===== config.mk =====
export PLATFORM = sky130hd
export DESIGN_NAME = cc_parity_rx
export DESIGN_NICKNAME = d
export VERILOG_FILES = /design/src/rtl/cc_parity_pkg.sv /design/src/rtl/cc_parity_acc.sv /design/src/rtl/cc_parity_rx.sv
export SDC_FILE = /design/constraint.sdc
export NUM_CORES = 1
export LEC_CHECK = 0
export CAP_MARGIN = 10
export CORE_UTILIZATION = 52
export CTS_CLUSTER_SIZE = 20
export DETAILED_ROUTE_END_ITERATION = 6
export PLACE_DENSITY = 0.77
export RECOVER_POWER = 50
export SLEW_MARGIN = 40
export SYNTH_ARGS = -nofsm -noshare
export SYNTH_HDL_FRONTEND = slang
export SYNTH_HIERARCHICAL = 1
export SYNTH_SLANG_ARGS = --single-unit

===== constraint.sdc =====
create_clock -name CC_ParityRx_CLOCK_50 -period 1.7 [get_ports CC_ParityRx_CLOCK_50]
set_clock_uncertainty 0.05 [all_clocks]
set_input_delay 0.34 -clock CC_ParityRx_CLOCK_50 [delete_from_list [all_inputs] [get_ports CC_ParityRx_CLOCK_50]]
set_output_delay 0.34 -clock CC_ParityRx_CLOCK_50 [all_outputs]
set_load 0.05 [all_outputs]

===== src/rtl/cc_parity_pkg.sv =====
// Shared definitions for the XOR parity path: FSM state encoding, framing
// constants and the parity helper used by both generator and checker.
package cc_parity_pkg;

    typedef enum logic [2:0] {
        IDLE      = 3'd0,
        DATA      = 3'd1,
        PARITY    = 3'd2,
        STOP      = 3'd3,
        WAIT_HIGH = 3'd4
    } ccParityState_t;

    localparam logic START_BIT = 1'b0;
    localparam logic STOP_BIT  = 1'b1;

    // Parity bit that should accompany a word whose XOR reduction is acc.
    function automatic logic par_calc(input logic acc, input logic odd);
        return acc ^ odd;
    endfunction

endpackage


===== src/rtl/cc_parity_acc.sv =====
// Registered XOR accumulator: folds one bit per enabled cycle into a running
// parity; clear wins over enable.
module cc_parity_acc (
    input  logic clk,
    input  logic rst,
    input  logic clear,
    input  logic enable,
    input  logic bitIn,
    output logic acc
);

    always_ff @(posedge clk) begin
        if (rst || clear) begin
            acc <= 1'b0;
        end else if (enable) begin
            acc <= acc ^ bitIn;
        end
    end

endmodule


===== src/rtl/cc_parity_rx.sv =====
// Serial start/data/parity/stop receiver that recomputes parity by XOR
// accumulation and reports data plus parity and framing errors.
module cc_parity_rx
    import cc_parity_pkg::*;
#(
    parameter int DATA_WIDTH = 8,
    parameter int PARITY_ODD = 0
) (
    input  logic                  CC_ParityRx_CLOCK_50,
    input  logic                  CC_ParityRx_RESET_InHigh,
    input  logic                  CC_ParityRx_Bit_In,
    input  logic                  CC_ParityRx_Strobe_In,
    output logic [DATA_WIDTH-1:0] CC_ParityRx_Data_Out,
    output logic                  CC_ParityRx_Valid_Out,
    output logic                  CC_ParityRx_ParityErr_Out,
    output logic                  CC_ParityRx_FrameErr_Out,
    output logic                  CC_ParityRx_Busy_Out,
    output ccParityState_t        CC_ParityRx_State_Out
);

    localparam int CW = $clog2(DATA_WIDTH + 1);

    // Output handshake: Valid_Out is a one-cycle pulse with no backpressure;
    // Data_Out and both error flags are meaningful only while it is high and
    // otherwise hold the last reported frame.
    ccParityState_t        state;
    logic [DATA_WIDTH-1:0] shiftReg;
    logic [CW-1:0]         count;
    logic                  perr;
    logic                  acc;
    logic                  accClear;
    logic                  accEnable;

    assign accClear  = CC_ParityRx_Strobe_In && (state == IDLE) &&
                       (CC_ParityRx_Bit_In == START_BIT);
    assign accEnable = CC_ParityRx_Strobe_In && (state == DATA);

    cc_parity_acc uAcc (
        .clk    (CC_ParityRx_CLOCK_50),
        .rst    (CC_ParityRx_RESET_InHigh),
        .clear  (accClear),
        .enable (accEnable),
        .bitIn  (CC_ParityRx_Bit_In),
        .acc    (acc)
    );

    always_ff @(posedge CC_ParityRx_CLOCK_50) begin
        if (CC_ParityRx_RESET_InHigh) begin
            state                     <= IDLE;
            shiftReg                  <= '0;
            count                     <= '0;
            perr                      <= 1'b0;
            CC_ParityRx_Data_Out      <= '0;
            CC_ParityRx_Valid_Out     <= 1'b0;
            CC_ParityRx_ParityErr_Out <= 1'b0;
            CC_ParityRx_FrameErr_Out  <= 1'b0;
        end else begin
            // The pulse drops on the next edge whether or not a strobe arrives.
            CC_ParityRx_Valid_Out <= 1'b0;
            if (CC_ParityRx_Strobe_In) begin
                case (state)
                    IDLE: begin
                        if (CC_ParityRx_Bit_In == START_BIT) begin
                            state    <= DATA;
                            shiftReg <= '0;
                            count    <= '0;
                        end
                    end
                    DATA: begin
                        shiftReg <= shiftReg | (DATA_WIDTH'(CC_ParityRx_Bit_In) << count);
                        count    <= count + 1'b1;
                        if (count == CW'(DATA_WIDTH - 1)) begin
                            state <= PARITY;
                        end
                    end
                    PARITY: begin
                        perr  <= (CC_ParityRx_Bit_In != par_calc(acc, PARITY_ODD != 0));
                        state <= STOP;
                    end
                    STOP: begin
                        CC_ParityRx_Data_Out      <= shiftReg;
                        CC_ParityRx_ParityErr_Out <= perr;
                        CC_ParityRx_FrameErr_Out  <= ~CC_ParityRx_Bit_In;
                        CC_ParityRx_Valid_Out     <= 1'b1;
                        state <= (CC_ParityRx_Bit_In == STOP_BIT) ? IDLE : WAIT_HIGH;
                    end
                    WAIT_HIGH: begin
                        // A held-low break line must not be read as new start bits.
                        if (CC_ParityRx_Bit_In == STOP_BIT) begin
                            state <= IDLE;
                        end
                    end
                    default: state <= IDLE;
                endcase
            end
        end
    end

    assign CC_ParityRx_Busy_Out  = (state != IDLE);
    assign CC_ParityRx_State_Out = state;

endmodule


==> Word-level counts from Yosys, hierarchy flattened <==
Index checks and enable logic that the tools add are counted.
{ "classes": {"n_shift": 1, "n_lt_le_gt_ge": 0, "addsub": 1, "muxes": 10, "n_div": 0, "bitwise_logic": 4, "eq_ne": 9, "n_reduce_logical": 12, "mul": 0} }
{ "ops": {"columns": ["operator", "count"], "rows": [
  ["case mux 8 bit (2 select lines)", 1],
  ["case mux 3 bit (5 select lines)", 1],
  ["two-way mux 3 bit", 4],
  ["two-way mux 8 bit", 1],
  ["bitwise OR 8 bit", 1],
  ["case mux 4 bit (2 select lines)", 1],
  ["<< shifter 1 x 4 -> 8 bit", 1],
  ["== test 3 x 2 -> 1 bit, second input constant", 2],
  ["adder 4 x 1 -> 4 bit, second input constant", 1],
  ["== test 4 x 3 -> 1 bit, second input constant", 1],
  ["two-way mux 4 bit", 1],
  ["inequality test 2 bit, second input constant", 2],
  ["AND reduction 2 bit", 2],
  ["AND reduction 4 bit", 1],
  ["== test 3 x 1 -> 1 bit, second input constant", 1],
  ["== test 3 bit, second input constant", 1],
  ["logical AND 1 bit", 3],
  ["zero test 3 bit", 1],
  ["AND reduction 3 bit", 1],
  ["nonzero test 3 bit", 1],
  ["inequality test 2 x 1 -> 1 bit, second input constant", 1],
  ["NOT 1 bit", 2],
  ["nonzero test 2 bit", 1],
  ["OR reduction 2 bit", 1],
  ["other kinds (4)", 4]
]} }
{ "totals": {"regBits": 28, "mem_bits_rw": 0, "in_bits": 4, "out_inout_bits": 15, "latchBits": 0, "mem_count": 0, "rom_bits": 0} }

==> Depth between registers and ports, before layout <==
Gate-level depths: netlist of the first run.
{ "logic_depth": {"word_depth": 4, "depth_mapped": 5, "depth_no_buf": 4} }

==> Cells and area by module <==
The synthesis of the first run kept the hierarchy.
{ "by_module_without_submodules": {"columns": ["module", "seq_area_each_um2", "area_per_inst_um2", "cells_per_inst", "instances"], "rows": [
  ["cc_parity_rx", 540.5, 1182.4, 136, 1],
  ["cc_parity_acc", 20.0, 50.0, 4, 1]
]} }

==> Least setup slack after synthesis of the first run <==
OpenSTA, ideal clock, no wires.
{ "synth_timing": {"path_type": "reg2out", "start": "reg state[0] (netlist: CC_ParityRx_State_Out[0])", "end": "out CC_ParityRx_Busy_Out", "path_slack_ns": -0.070, "required_ns": 1.310, "path_buffers": 1, "path_stages_with_launch": 3, "arrival_ns": 1.380, "path_cell_list": "dfxtp_1 > buf_2 > or3_1"} }
{ "synth_via": {"elab_chain_len": 1} }
{ "synth_lines": {"columns": ["item", "line", "source"], "rows": [
  ["start, declared", "cc_parity_rx.sv:26", "ccParityState_t state;"],
  ["start signal, assigned", "cc_parity_rx.sv:85", "state <= (CC_ParityRx_Bit_In == STOP_BIT) ? IDLE : WAIT_HIGH;"],
  ["nonzero test 3 bit", "cc_parity_rx.sv:99", "assign CC_ParityRx_Busy_Out = (state != IDLE);"],
  ["end, declared", "cc_parity_rx.sv:17", "output logic CC_ParityRx_Busy_Out,"]
]} }
No other way between the ends.

==> Worst setup path in the final report of the first run <==
{ "layout_timing": {"start": "reg state[2] (netlist: CC_ParityRx_State_Out[2])", "end": "out CC_ParityRx_Busy_Out"} }
The elaborated chain is that of the path after synthesis.

==> results of run 1 <==
where the power goes:
group	switching [W]	internal, W	total (W)
clock network	0.000205	0.000239	0.000444
logic	0.0000841	0.0000630	0.000147
registers	0.00000872	0.000660	0.000668
total	0.000298	0.000961	0.00126
kinds of logic after synthesis:
kind of cell	after synthesis
AOI/OAI and AO/OA	35
xor gates and xnor gates	1
adders and majority gates	1
buffers and inverters	13
DFF	28
and+or+nand+nor	62
sequential cells by signal, indices dropped and copies added (netlist names):
name,cells
shiftReg,8
CC_ParityRx_Valid_Out,1
count,4
CC_ParityRx_ParityErr_Out,1
uAcc/acc,1
CC_ParityRx_FrameErr_Out,1
CC_ParityRx_State_Out,3
CC_ParityRx_Data_Out,8
perr,1
metal layers:
metal	global-route usage	up-vias
li1	-	569
met3	0.0364	5
met5	0	-
met1	0.299	548
met4	0.111	0
met2	0.378	23
layout make-up:
| type | count | area, µm² |
|---|---|---|
| Tap cell | 28 | 35.0 |
| Sequential cell | 28 | 568 |
| Clock buffer | 3 | 22.5 |
| Inverter | 2 | 7.51 |
| Clock inverter | 1 | 30.0 |
| Multi-Input combinational cell | 99 | 616 |
| Timing Repair Buffer | 34 | 264 |
| Fill cell | 192 | 691 |
Yosys cell counts (3+ instances only):
| library cell | instances | area share |
|---|---|---|
| sky130_fd_sc_hd__a31oi_1 | 3 | 0.015 |
| sky130_fd_sc_hd__buf_2 | 7 | 0.028 |
| sky130_fd_sc_hd__nor2_1 | 15 | 0.046 |
| sky130_fd_sc_hd__nand2_1 | 20 | 0.061 |
| sky130_fd_sc_hd__nand2b_1 | 4 | 0.020 |
| sky130_fd_sc_hd__a41oi_1 | 6 | 0.043 |
| sky130_fd_sc_hd__a21oi_1 | 12 | 0.049 |
| sky130_fd_sc_hd__dfxtp_1 | 28 | 0.45 |
| sky130_fd_sc_hd__nor2b_1 | 4 | 0.020 |
cell usage in the layout (no fill, tap or decap), types with 2 or more instances in the layout:
| master | n |
|---|---|
| sky130_fd_sc_hd__a21oi_1 | 12 |
| sky130_fd_sc_hd__a32oi_1 | 2 |
| sky130_fd_sc_hd__dfxtp_4 | 2 |
| sky130_fd_sc_hd__buf_12 | 3 |
| sky130_fd_sc_hd__clkbuf_2 | 13 |
| sky130_fd_sc_hd__buf_4 | 13 |
| sky130_fd_sc_hd__nor2b_1 | 4 |
| sky130_fd_sc_hd__a31oi_1 | 3 |
| sky130_fd_sc_hd__clkdlybuf4s50_1 | 3 |
| sky130_fd_sc_hd__nand4_1 | 2 |
| sky130_fd_sc_hd__nand2_1 | 20 |
| sky130_fd_sc_hd__nand2b_1 | 4 |
| sky130_fd_sc_hd__and4b_1 | 2 |
| sky130_fd_sc_hd__nor4bb_1 | 2 |
| sky130_fd_sc_hd__nor2_1 | 15 |
| sky130_fd_sc_hd__a211oi_1 | 2 |
| sky130_fd_sc_hd__nand3b_1 | 2 |
| sky130_fd_sc_hd__clkbuf_4 | 4 |
| sky130_fd_sc_hd__dfxtp_1 | 26 |
| sky130_fd_sc_hd__inv_1 | 2 |
| sky130_fd_sc_hd__a41oi_1 | 6 |
| sky130_fd_sc_hd__o31ai_1 | 2 |
| sky130_fd_sc_hd__o21ai_0 | 2 |
per-stage QoR:
stage / setup WS [ns] / setup TNS [ns]
4_1_cts: 0.00318 / 0
3_3_place_gp: -0.0652 / -0.462
6_report: 0.0398 / 0
2_1_floorplan: 0.0753 / 0
5_1_grt: 0.00757 / 0
3_5_place_dp: -0.132 / -1.06
worst paths after layout:
kind / to / slack [ns] / cells past startpoint
hold reg to reg: CC_ParityRx_ParityErr_Out$_SDFFE_PP0P_ / 0.42 / 2
setup reg to reg: shiftReg[5]$_SDFFE_PP0P_ / 0.18 / 6
hold / removal: CC_ParityRx_ParityErr_Out$_SDFFE_PP0P_ / 0.42 / 2
setup / recovery: CC_ParityRx_Busy_Out / 0.04 / 2
critical path: cells and delay by family, from the launching register on:
kind / cells / cell delay, ns
buffers and inverters: 1 / 0.19
DFF: 1 / 0.37
and+or+nand+nor: 1 / 0.37
what timing repair did:
item | CTS | global route
endpoints found under the setup margin | 1 | 1
gates cloned | 0 | 0
setup buffers | 1 | 3
resized for setup | 3 | 1
==> out/results.txt, run 1 <==
The run finished with clean final reports. The tools report the number of antenna violations at the first check in global routing as 0. The worst reg2reg path startpoint is CC_ParityRx_State_Out[2]$_SDFFE_PP0P_.

Using the TritonRoute via totals, the vias-per-cell ratio works out to 5.87. For the post-route non-filler standard cell count, the log shows 195. The tools report the endpoint kind of the worst setup timing path as an output pin. TritonCTS built the clock tree.

For this design the ratio of total power to cell area is 816 mW/mm². The ratio of final minimum period to clock period came out at 0.977. The slowest stage of the critical path belongs to the cell sky130_fd_sc_hd__dfxtp_4.

The tools report the post-layout instance area as 0.00154 mm². Summed over all nets, the half-perimeter wirelength after detailed placement is 1.95 mm. The pre-antenna-repair detailed-routing pass consisted of 5 iterations. The cell sitting at the root of the clock tree is a sky130_fd_sc_hd__clkbuf_4.

The run gives 6 as the count of warnings emitted by yosys. The most critical setup path has its startpoint at CC_ParityRx_State_Out[2]$_SDFFE_PP0P_. The synthesized-area fraction occupied by ao, oa, aoi and oai cells works out to 0.204. The tools report the effective utilization at floorplan as 0.552. The die covers 0.00257 mm².

The floorplan step set the die height to 50.7 µm. Relative to the synthesized area, the layout overhead comes to 25.2%. For this block, the initial DRC count from the detailed router was 20. After layout, the minimum clock period comes to 1.66 ns. The run gives 0.34 ns as the worst-skew pair later-pin latency. The critical path in this run is classified as flop to output pin. The count of buffers added on input and output ports is 18.

Setup repair after global routing left no endpoint under its margin. For the global-route total usage across every layer, the log shows 0.233. The largest single stage delay on the critical path is 0.37 ns.

For the number of unique standard cell types used by synthesis, the log shows 40. For the endpoint arrival time on the critical path, the log shows 1.27 ns. VDD sags by at most 0.705 mV. Counting along the longest clock path gives a buffer depth of 2. The number of storage elements in the synthesis netlist is 28.

The required time reported for the critical path endpoint is 1.31 ns. The floorplan has 17 rows. The worst setup path is launched from a flop. Horizontal die dimension: 50.7 µm. The count of pins over their slew limit was 0; the gate count of the mapped netlist was 140. Yosys mapped a number of flops with a built-in enable equal to 0.

At the end of the flow, the number of nets in the layout was 173. For the via count of the first global-routing pass, the log shows 1,042. Final hold analysis gives a worst-case slack of 0.416 ns.

The register area share after synthesis was 0.455; the maximum fanout encountered on the critical timing path was 2. The number of antenna diodes in the final layout is 0. The core region area came out at 0.00223 mm². The prevailing post-synth register cell was sky130_fd_sc_hd__dfxtp_1. Summed over all nets, wire length on met2 after detailed routing comes to 1.44 mm. Dividing the detail-routed wire length by the instance count gives 14.4 µm.

The run gives 17 as the pin count of the biggest net entering global routing. The run gives 0.00150 mm² as the placed cell area. The timing-limited maximum frequency came out at 0.602 GHz. CTS buffer count: 3.

Number of max-capacitance violations reported: 0. The share of the core filled with cells is 0.691, and the standby leakage power is 0.593 nW. The multiplexer area fraction after synthesis came out at 0. Number of hold buffers added after cts: 0.

The number of nets handed over by synthesis was 145. The depth of the CTS H-tree is 1. The tools report the routed metal-1 wire length as 1.25 mm. After synthesis the cells add up to 0.00123 mm². For the number of cells in the design after placement, the log shows 187. After detailed routing, no signal wire sits above met4.

The total power is 0.00126 W, and the XOR/XNOR share of the synthesized area is 0.00711. By area, the combinational part of the netlist is dominated by simple AND/OR/NAND/NOR gates. The global-route wire length before repair is 4.45 mm.

Area share of and/or/nand/nor cells after synthesis: 0.274. The logs give 0.664 for the relative max-transition margin and 0 for the number of nets with antenna violations after detailed routing. The detailed-route via count came out at 1,145. The run gives 19 as the number of placed I/O pins. In this run the worst hold path is classified as flop to flop. The mean instance size in the synthesized netlist is 8.80 µm².

Hold violation total from the final report: 0. Summed over all layers, the routed wires come to 2.82 mm. The slew at the pin with the worst max-slew slack is 0.503 ns. Sum of overflow across all layers after global routing: 0.

The adder-cell share of the synthesized area came out at 0.0102. The critical path goes through or3_4 -> buf_4. The worst hold path begins at CC_ParityRx_ParityErr_Out$_SDFFE_PP0P_. The async set-reset flop share out of synthesis works out to 0. The global placer's final weighted congestion was 0.802; the clock transition at the registers of the reported paths was 0.15 ns. The share of post-route cells with drive strength above 1 is 0.246. Setup violations remaining at the end of the flow were counted as 0. Summed over all nets, wire length on met3 after detailed routing comes to 102 µm. Counting every sink on the clock net gives 28. The final routed DRC violation total came out at 0.
No activity file was read; power rests on OpenSTA's default activity.
==> run 2: changes to the inputs <==
SETUP_SLACK_MARGIN = 0.5   (was not set)
SKIP_CTS_REPAIR_TIMING = 1   (was not set)
==> out/results.txt, run 2 (synthesized netlist as in run 1, its figures left out) <==
The flow ran to the end, and the final reports show no timing, DRC or antenna violations. For the number of nets with antenna violations after detailed routing, the log shows 0 (unchanged). The endpoint kind of the worst setup timing path was an output pin. Net count reported at finish: 192 (+11%). The cell family with the largest share of critical-path delay was flip-flops.

The critical path's largest stage delay was 0.41 ns (+0.04 ns). The clock sink count is 28 (unchanged). For this design, the slowest cell found on the critical path is sky130_fd_sc_hd__dfxtp_4. The number of iterations in the first detailed-routing pass was 4 (-1).

The tools report the placed cell area as 0.00151 mm² (+0.42%). The clock transition at the registers of the reported paths is 0.17 ns (+0.02 ns). Worst min-delay path class: flop to flop. The ratio of final minimum period to clock period was 0.996 (+0.0192); the endpoint arrival time on the critical path was 1.30 ns (+0.03 ns).

For the count of pins over their slew limit, the log shows 0 (unchanged). The relative max-transition margin is 0.710 (+0.0459). Horizontal die dimension: 50.7 µm (unchanged). The worst setup path is of the flop to output pin kind. Detailed-route via count: 1,389 (+21%). The hold violation total from the final report was 0 (unchanged).

The tools report the CTS buffer count as 3 (unchanged). In the layout the commonest cells are sky130_fd_sc_hd__buf_4 (22), sky130_fd_sc_hd__buf_6 (15), sky130_fd_sc_hd__nor2_1 (13), sky130_fd_sc_hd__nand2_1 (13), sky130_fd_sc_hd__dfxtp_1 (13). The largest registers in the layout are CC_ParityRx_Data_Out (8), shiftReg (8), count (4). The effective utilization at floorplan was 0.552 (unchanged).

Post-route minimum period: 1.69 ns (+0.0327 ns). The run gives 1.90 mm (-2.8%) as the detailed-placement wirelength estimate. The tools report the pin count of the biggest net entering global routing as 18 (+1). The global placer's final weighted congestion was 0.809 (+0.86%); the final-layout fill cell count was 86 (-55%). The setup TNS came out at 0 ns (unchanged). For the standby leakage power, the log shows 0.784 nW (+32%). The slew at the pin with the worst max-slew slack came out at 0.434 ns (-0.0684 ns).

CTS placed an instance of sky130_fd_sc_hd__clkbuf_4 at the clock tree root. Setup repair after global routing could not meet its margin everywhere. The run gives 0 (unchanged) as the sum of overflow across all layers after global routing.

The tools report the global-route wire length before repair as 4.48 mm (+0.63%). Maximum buffer depth of the clock tree: 2 (unchanged). Global-route total usage across every layer: 0.234 (+0.00172). The worst-case vdd ir drop is 0.671 mV (-4.9%), and the height of the chip is 50.7 µm (unchanged). The count of buffers from port buffering works out to 18 (unchanged). The number of antenna violations at the first check in global routing is 0 (unchanged), and the buffering stage count on the worst path with inverters included is 1 (unchanged).

The total power divided by cell area was 658 mW/mm² (-19%); the die area was 0.00257 mm² (unchanged). Area overhead of the layout relative to synthesis: 66.5%. The element type at the critical path start is a flop. The via count of the first global-routing pass is 1,010 (-3.1%), and the mean number of vias per cell is 6.49 (+11%).

The run gives 0.36 ns (+0.02 ns) as the worst-skew pair later-pin latency. The final routed DRC violation total was 0 (unchanged). The critical path goes through or3_4 -> buf_6.

The run gives 0 (unchanged) as the number of max-capacitance violations reported. Required time reported for the critical path endpoint: 1.31 ns (about the same). TritonCTS built the clock tree. The share of post-route cells with drive strength above 1 works out to 0.559 (+0.314). The violation count after the first detailed-routing iteration is 57 (+190%), and the detailed-route wire length per cell is 22.6 µm (+56%). The timing-limited maximum frequency was 0.591 GHz (-1.9%); the final setup violation count was 0 (unchanged).

The antenna diode count is 0 (unchanged), and the depth of the CTS H-tree is 1 (unchanged). The run gives 17 (unchanged) as the floorplan row count. The number of placed I/O pins was 19 (unchanged); the total detailed-routing wirelength was 4.83 mm (+71%). Leaving out fill and tap cells, the most frequent cell in the layout is sky130_fd_sc_hd__buf_4.

The core region area is 0.00223 mm² (unchanged). Post-layout instance area: 0.00205 mm² (+33%). Maximum fanout encountered on the critical timing path: 7 (+5).
-- run 2: area by class of cell --
| cell class | instances | area, µm² | area share |
|---|---|---|---|
| Multi-Input combinational cell | 99 | 796 | 0.388 |
| Sequential cell | 28 | 592 | 0.288 |
| Timing Repair Buffer | 53 | 569 | 0.277 |
| Tap cell | 28 | 35.0 | 0.0171 |
| Clock inverter | 1 | 30.0 | 0.0146 |
| Clock buffer | 3 | 22.5 | 0.0110 |
| Inverter | 2 | 7.51 | 0.00366 |
-- run 2: final timing paths --
kind / startpoint / to / slack [ns] / depth (start not counted)
max reg2reg: CC_ParityRx_State_Out[2]$_SDFFE_PP0P_ / shiftReg[2]$_SDFFE_PP0P_ / 0.05 / 7
min: CC_ParityRx_Data_Out[0]$_SDFFE_PP0P_ / CC_ParityRx_Data_Out[0]$_SDFFE_PP0P_ / 0.43 / 2
max: CC_ParityRx_State_Out[2]$_SDFFE_PP0P_ / CC_ParityRx_Busy_Out / 0.007 / 2
min reg2reg: CC_ParityRx_Data_Out[0]$_SDFFE_PP0P_ / CC_ParityRx_Data_Out[0]$_SDFFE_PP0P_ / 0.43 / 2
-- run 2: metal layers --
layer  up-vias  GRT usage  share of wire
li1        600          -              -
met1       652      0.280           0.37
met2       107      0.409           0.50
met3        30     0.0485          0.088
met4         0     0.0880          0.046
met5         -          0              0
-- run 2: power by group --
part           internal, W  leakage [nW]  switching [W]
clock             0.000239        0.0279       0.000222
sequential        0.000657         0.235      0.0000108
combinational     0.000103         0.521       0.000118
total             0.000999         0.784       0.000351
-- run 2: stage by stage --
stage,cells,hold WS (ns),utilization,power (W),setup slack [ns]
final,214,0.426,0.919,0.00135,0.00711
after global routing,214,0.417,0.919,0.00141,-0.0613
after CTS,191,0.420,0.700,0.00126,-0.0583
after detailed placement,187,0.402,0.676,0.000826,-0.119
after global placement,187,0.396,0.676,0.000823,-0.0822
after floorplan,140,0.355,-,0.000776,0.292
-- run 2: worst min-delay path: cells and delay by family (launching register included) --
family / cells / cell delay [ns]
DFF: 1 / 0.37
and+or+nand+nor: 1 / 0.05
AOI/OAI and AO/OA: 1 / 0.04
==> run 3: changes to the inputs <==
SYNTH_HIERARCHICAL = not set   (was 1)
==> out/results.txt, run 3 <==
The logs give 29 (+11) for the pin count of the biggest net entering global routing and 3.76 mm (-22%) for the total detailed-routing wirelength. The worst min-delay path class was flop to flop. The tools report the sequential group share of total power as 0.552 (+0.058).

The net count reported at finish is 174 (-9.4%), and the count of warnings emitted by yosys is 0 (-6). The gate count of the mapped netlist is 134 (-4.3%). The worst-path cell with the longest stage delay was sky130_fd_sc_hd__or3_4.

Effective utilization at floorplan: 0.554 (+0.00248). Depth of the CTS H-tree: 1 (unchanged). The logs give 0 (unchanged) for the final routed DRC violation total and 0.00256 mm² (-0.49%) for the die area. The post-route minimum period is 1.65 ns (-0.0465 ns).

TritonCTS built the clock tree. The floorplan row count was 17 (unchanged); the worst-case vdd ir drop was 0.836 mV (+25%). The tools report the number of nets with antenna violations after detailed routing as 0 (unchanged). The run gives 4.33 mm (-3.2%) as the global-route wire length before repair.

In the post-synthesis netlist, the biggest area contributors are sky130_fd_sc_hd__dfxtp_1 (46%), sky130_fd_sc_hd__nand2_1 (6.4%), sky130_fd_sc_hd__a21oi_1 (5.7%), sky130_fd_sc_hd__a41oi_1 (5.7%), sky130_fd_sc_hd__nor3_1 (2.9%). The antenna diode count is 0 (unchanged), and the number of placed I/O pins is 19 (unchanged). The core region area is 0.00221 mm² (-0.95%). The ratio of final minimum period to clock period came out at 0.968 (-0.0273). The internal power summed over all cells is 0.000900 W (-9.9%), and the mean instance size in the synthesized netlist is 9.15 µm² (+3.9%).

The mapped cell area is 0.00123 mm² (-0.51%). Clock tree synthesis selected as its root buffer the cell sky130_fd_sc_hd__clkbuf_4. The tools report the via count of the first global-routing pass as 971 (-3.9%).

For the final setup violation count, the log shows 0 (unchanged). For the required time reported for the critical path endpoint, the log shows 1.31 ns (about the same). The logs give 0.806 (-0.40%) for the global placer's final weighted congestion and 0.321 (-0.021) for the relative contribution of the clock network to total power.

Start point of the worst hold path: shiftReg[6]$_SDFFE_PP0P_. The logs give 0 (unchanged) for the count of pins over their slew limit and 2 (unchanged) for the maximum buffer depth of the clock tree. The share of the synthesized area in the top cell type is 0.457 (+0.00232), and the maximum fanout encountered on the critical timing path is 4 (-3). The cell family with the largest share of critical-path delay is simple AND/OR/NAND/NOR gates. The capturing point of the worst reg2reg path was count[3]$_SDFFE_PP0P_. The count of buffers from port buffering is 18 (unchanged), and the detailed-route wire length per cell is 19.2 µm (-15%). The slew at the pin with the worst max-slew slack was 0.490 ns (+0.0560 ns). Setup repair after global routing could not meet its margin everywhere. Leaving out fill and tap cells, the most frequent cell in the layout is sky130_fd_sc_hd__dfxtp_1. The logs give 28 (unchanged) for the clock sink count and 0.672 (-0.0381) for the relative max-transition margin. The startpoint identified for the worst register-to-register timing path is CC_ParityRx_State_Out[2]$_SDFFE_PP0P_. The standby leakage power was 0.667 nW (-15%). The tools report the worst hold-check slack as 0.427 ns (+0.000502 ns). The number of nets in the synthesized netlist is 139 (-4.1%), and the number of enable-type register cells in the synthesized netlist is 0 (unchanged).

The library cells used most frequently in the layout, excluding fill and tap cells, are sky130_fd_sc_hd__dfxtp_1 (21), sky130_fd_sc_hd__nand2_1 (18), sky130_fd_sc_hd__buf_8 (11). The worst setup path is launched from a flop. The post-route non-filler standard cell count is 196 (-8.4%).

Ranked by instance count, the synthesized netlist is headed by sky130_fd_sc_hd__dfxtp_1 (28), sky130_fd_sc_hd__nand2_1 (21), sky130_fd_sc_hd__a21oi_1 (14). The share of the core filled with cells was 0.862 (-0.0568). For hold timing, the worst endpoint is CC_ParityRx_Data_Out[6]$_SDFFE_PP0P_. The flow ran to the end, and the final reports show no timing, DRC or antenna violations. The timing-limited maximum frequency is 0.607 GHz (+2.8%).

The horizontal die dimension works out to 50.6 µm (-0.25%). The category of the most critical setup path is flop to output pin. The proportion of total power due to net switching was 0.249 (-0.0105). The CTS buffer count was 3 (unchanged); the number of stages on the worst hold path was 2 (unchanged).

The hold violation total from the final report was 0 (unchanged); the endpoint arrival time on the critical path was 1.26 ns (-0.04 ns). The critical path's largest stage delay is 0.39 ns (-0.02 ns). Path depth of the worst reg2reg path: 5 (-2). The run gives 0.226 (-0.00849) as the global-route total usage across every layer. The number of antenna violations at the first check in global routing is 0 (unchanged). The worst setup path is captured at an output pin. The setup slack of the most critical reg-to-reg path came out at 0.07 ns (+0.02 ns). The detailed-placement wirelength estimate was 1.79 mm (-5.9%); the total power was 0.00120 W (-11%). The register area share after synthesis was 0.457 (+0.00232).

The height of the chip is 50.6 µm (-0.25%), and the number of storage elements in the synthesis netlist is 28 (unchanged). For the part of the power in combinational logic, the log shows 0.126 (-0.038). The mean number of vias per cell came out at 6.22 (-4.2%). The buffering stage count on the worst path with inverters included is 1 (unchanged), and the detailed-route via count is 1,219 (-12%).

sky130_fd_sc_hd__dfxtp_1 is the most common cell in the netlist. For the worst-skew pair later-pin latency, the log shows 0.33 ns (-0.03 ns). The number of cells in the design after placement was 179 (-4.3%).

The largest registers in the layout are CC_ParityRx_Data_Out (8), shiftReg (8), count (4). The switching component of the power was 0.000299 W (-15%). Traced cell by cell, the critical path runs through or3_4 -> buf_8. The number of max-capacitance violations reported was 0 (unchanged).

The sum of overflow across all layers after global routing is 0 (unchanged). The async set-reset flop share out of synthesis works out to 0 (unchanged). The number of unique standard cell types used by synthesis is 38 (-5.0%).

Relative to the synthesized area, the layout overhead comes to 55.5%. The total power divided by cell area is 629 mW/mm² (-4.4%), and the share of post-route cells with drive strength above 1 is 0.482 (-0.0770). The violation count after the first detailed-routing iteration was 36 (-37%); the setup TNS was 0 ns (unchanged). The clock transition at the registers of the reported paths was 0.16 ns (about the same); the number of iterations in the first detailed-routing pass was 4 (unchanged). The synthesized design spends more area on one cell type than any other, namely sky130_fd_sc_hd__dfxtp_1. The most used flip-flop cell after synthesis is sky130_fd_sc_hd__dfxtp_1.
-- run 3: cell count changes in the layout (fill, tap and decap cells not counted), moves of 4 or more --
cell	delta
sky130_fd_sc_hd__nor3_2	+5
sky130_fd_sc_hd__dfxtp_1	+8
sky130_fd_sc_hd__nand2_4	-4
sky130_fd_sc_hd__a21oi_2	-4
sky130_fd_sc_hd__a21oi_1	+6
sky130_fd_sc_hd__buf_4	-14
sky130_fd_sc_hd__a41oi_2	+4
sky130_fd_sc_hd__nand2_1	+5
sky130_fd_sc_hd__dfxtp_2	-8
sky130_fd_sc_hd__nor2_1	-8
sky130_fd_sc_hd__buf_6	-5
-- run 3: worst max path at each step --
stage / start / end / slack (ns) / cells after the start
finish: CC_ParityRx_State_Out[1]$_SDFFE_PP0P_ / CC_ParityRx_Busy_Out / 0.05 / 2
global route: CC_ParityRx_State_Out[2]$_SDFFE_PP0P_ / count[3]$_SDFFE_PP0P_ / 0.01 / 5
CTS: CC_ParityRx_State_Out[0]$_SDFFE_PP0P_ / CC_ParityRx_Busy_Out / -0.04 / 2
detailed placement: CC_ParityRx_Strobe_In / CC_ParityRx_Data_Out[4]$_SDFFE_PP0P_ / -0.07 / 6
global placement: CC_ParityRx_Strobe_In / CC_ParityRx_Data_Out[4]$_SDFFE_PP0P_ / 0.02 / 6
floorplan: CC_ParityRx_State_Out[0]$_SDFFE_PP0P_ / CC_ParityRx_Busy_Out / 0.30 / 2
-- run 3: logic make-up (layout without fill, tap and decap cells) --
group,after synthesis,after routing,synth area share
and+or+nand+nor,59,59,0.279
buffers and inverters,12,46,0.0592
xor gates and xnor gates,1,1,0.00714
adders and majority gates,1,1,0.0102
DFF,28,28,0.457
AOI/OAI and AO/OA,32,32,0.180
muxes,1,1,0.00816
-- run 3: worst register-to-register path, stage by stage (launching register included) --
cell and delay (ns):
sky130_fd_sc_hd__dfxtp_4 0.39, sky130_fd_sc_hd__buf_6 0.13, sky130_fd_sc_hd__or2_4 0.28, sky130_fd_sc_hd__buf_6 0.12, sky130_fd_sc_hd__nor3_1 0.37, sky130_fd_sc_hd__a311oi_1 0.17
-- run 3: metal layers --
| metal | vias to the layer above | track usage | wire, µm |
|---|---|---|---|
| met5 | - | 0 | 0 |
| met4 | 0 | 0.0972 | 61 |
| met3 | 8 | 0.0364 | 172 |
| met2 | 56 | 0.373 | 1840 |
| met1 | 597 | 0.289 | 1690 |
| li1 | 558 | - | - |
-- run 3: final cells by class --
cell class                 instances  area (µm²)
inverter                           1        3.75
clock buffer                       4        47.5
sequential                        28         582
tap                               28        35.0
timing repair buffer              41         493
multi-input combinational         94         746
fill                             105         305
-- run 3: through the flow --
| stage | worst slack (ns) | cell area, µm² |
|---|---|---|
| 2_1_floorplan | 0.300 | 1330 |
| 3_3_place_gp | 0.0181 | 1550 |
| 3_5_place_dp | -0.0660 | 1550 |
| 4_1_cts | -0.0358 | 1600 |
| 5_1_grt | 0.0144 | 1910 |
| 6_report | 0.0536 | 1910 |
-- run 3: power by group through the flow --
stage                     clock [W]  sequential, W  combinational, W
after floorplan                   0       0.000682         0.0000752
after global placement            0       0.000682          0.000114
after detailed placement          0       0.000682          0.000117
after CTS                  0.000390       0.000668          0.000118
after global routing       0.000415       0.000664          0.000160
final                      0.000386       0.000663          0.000151
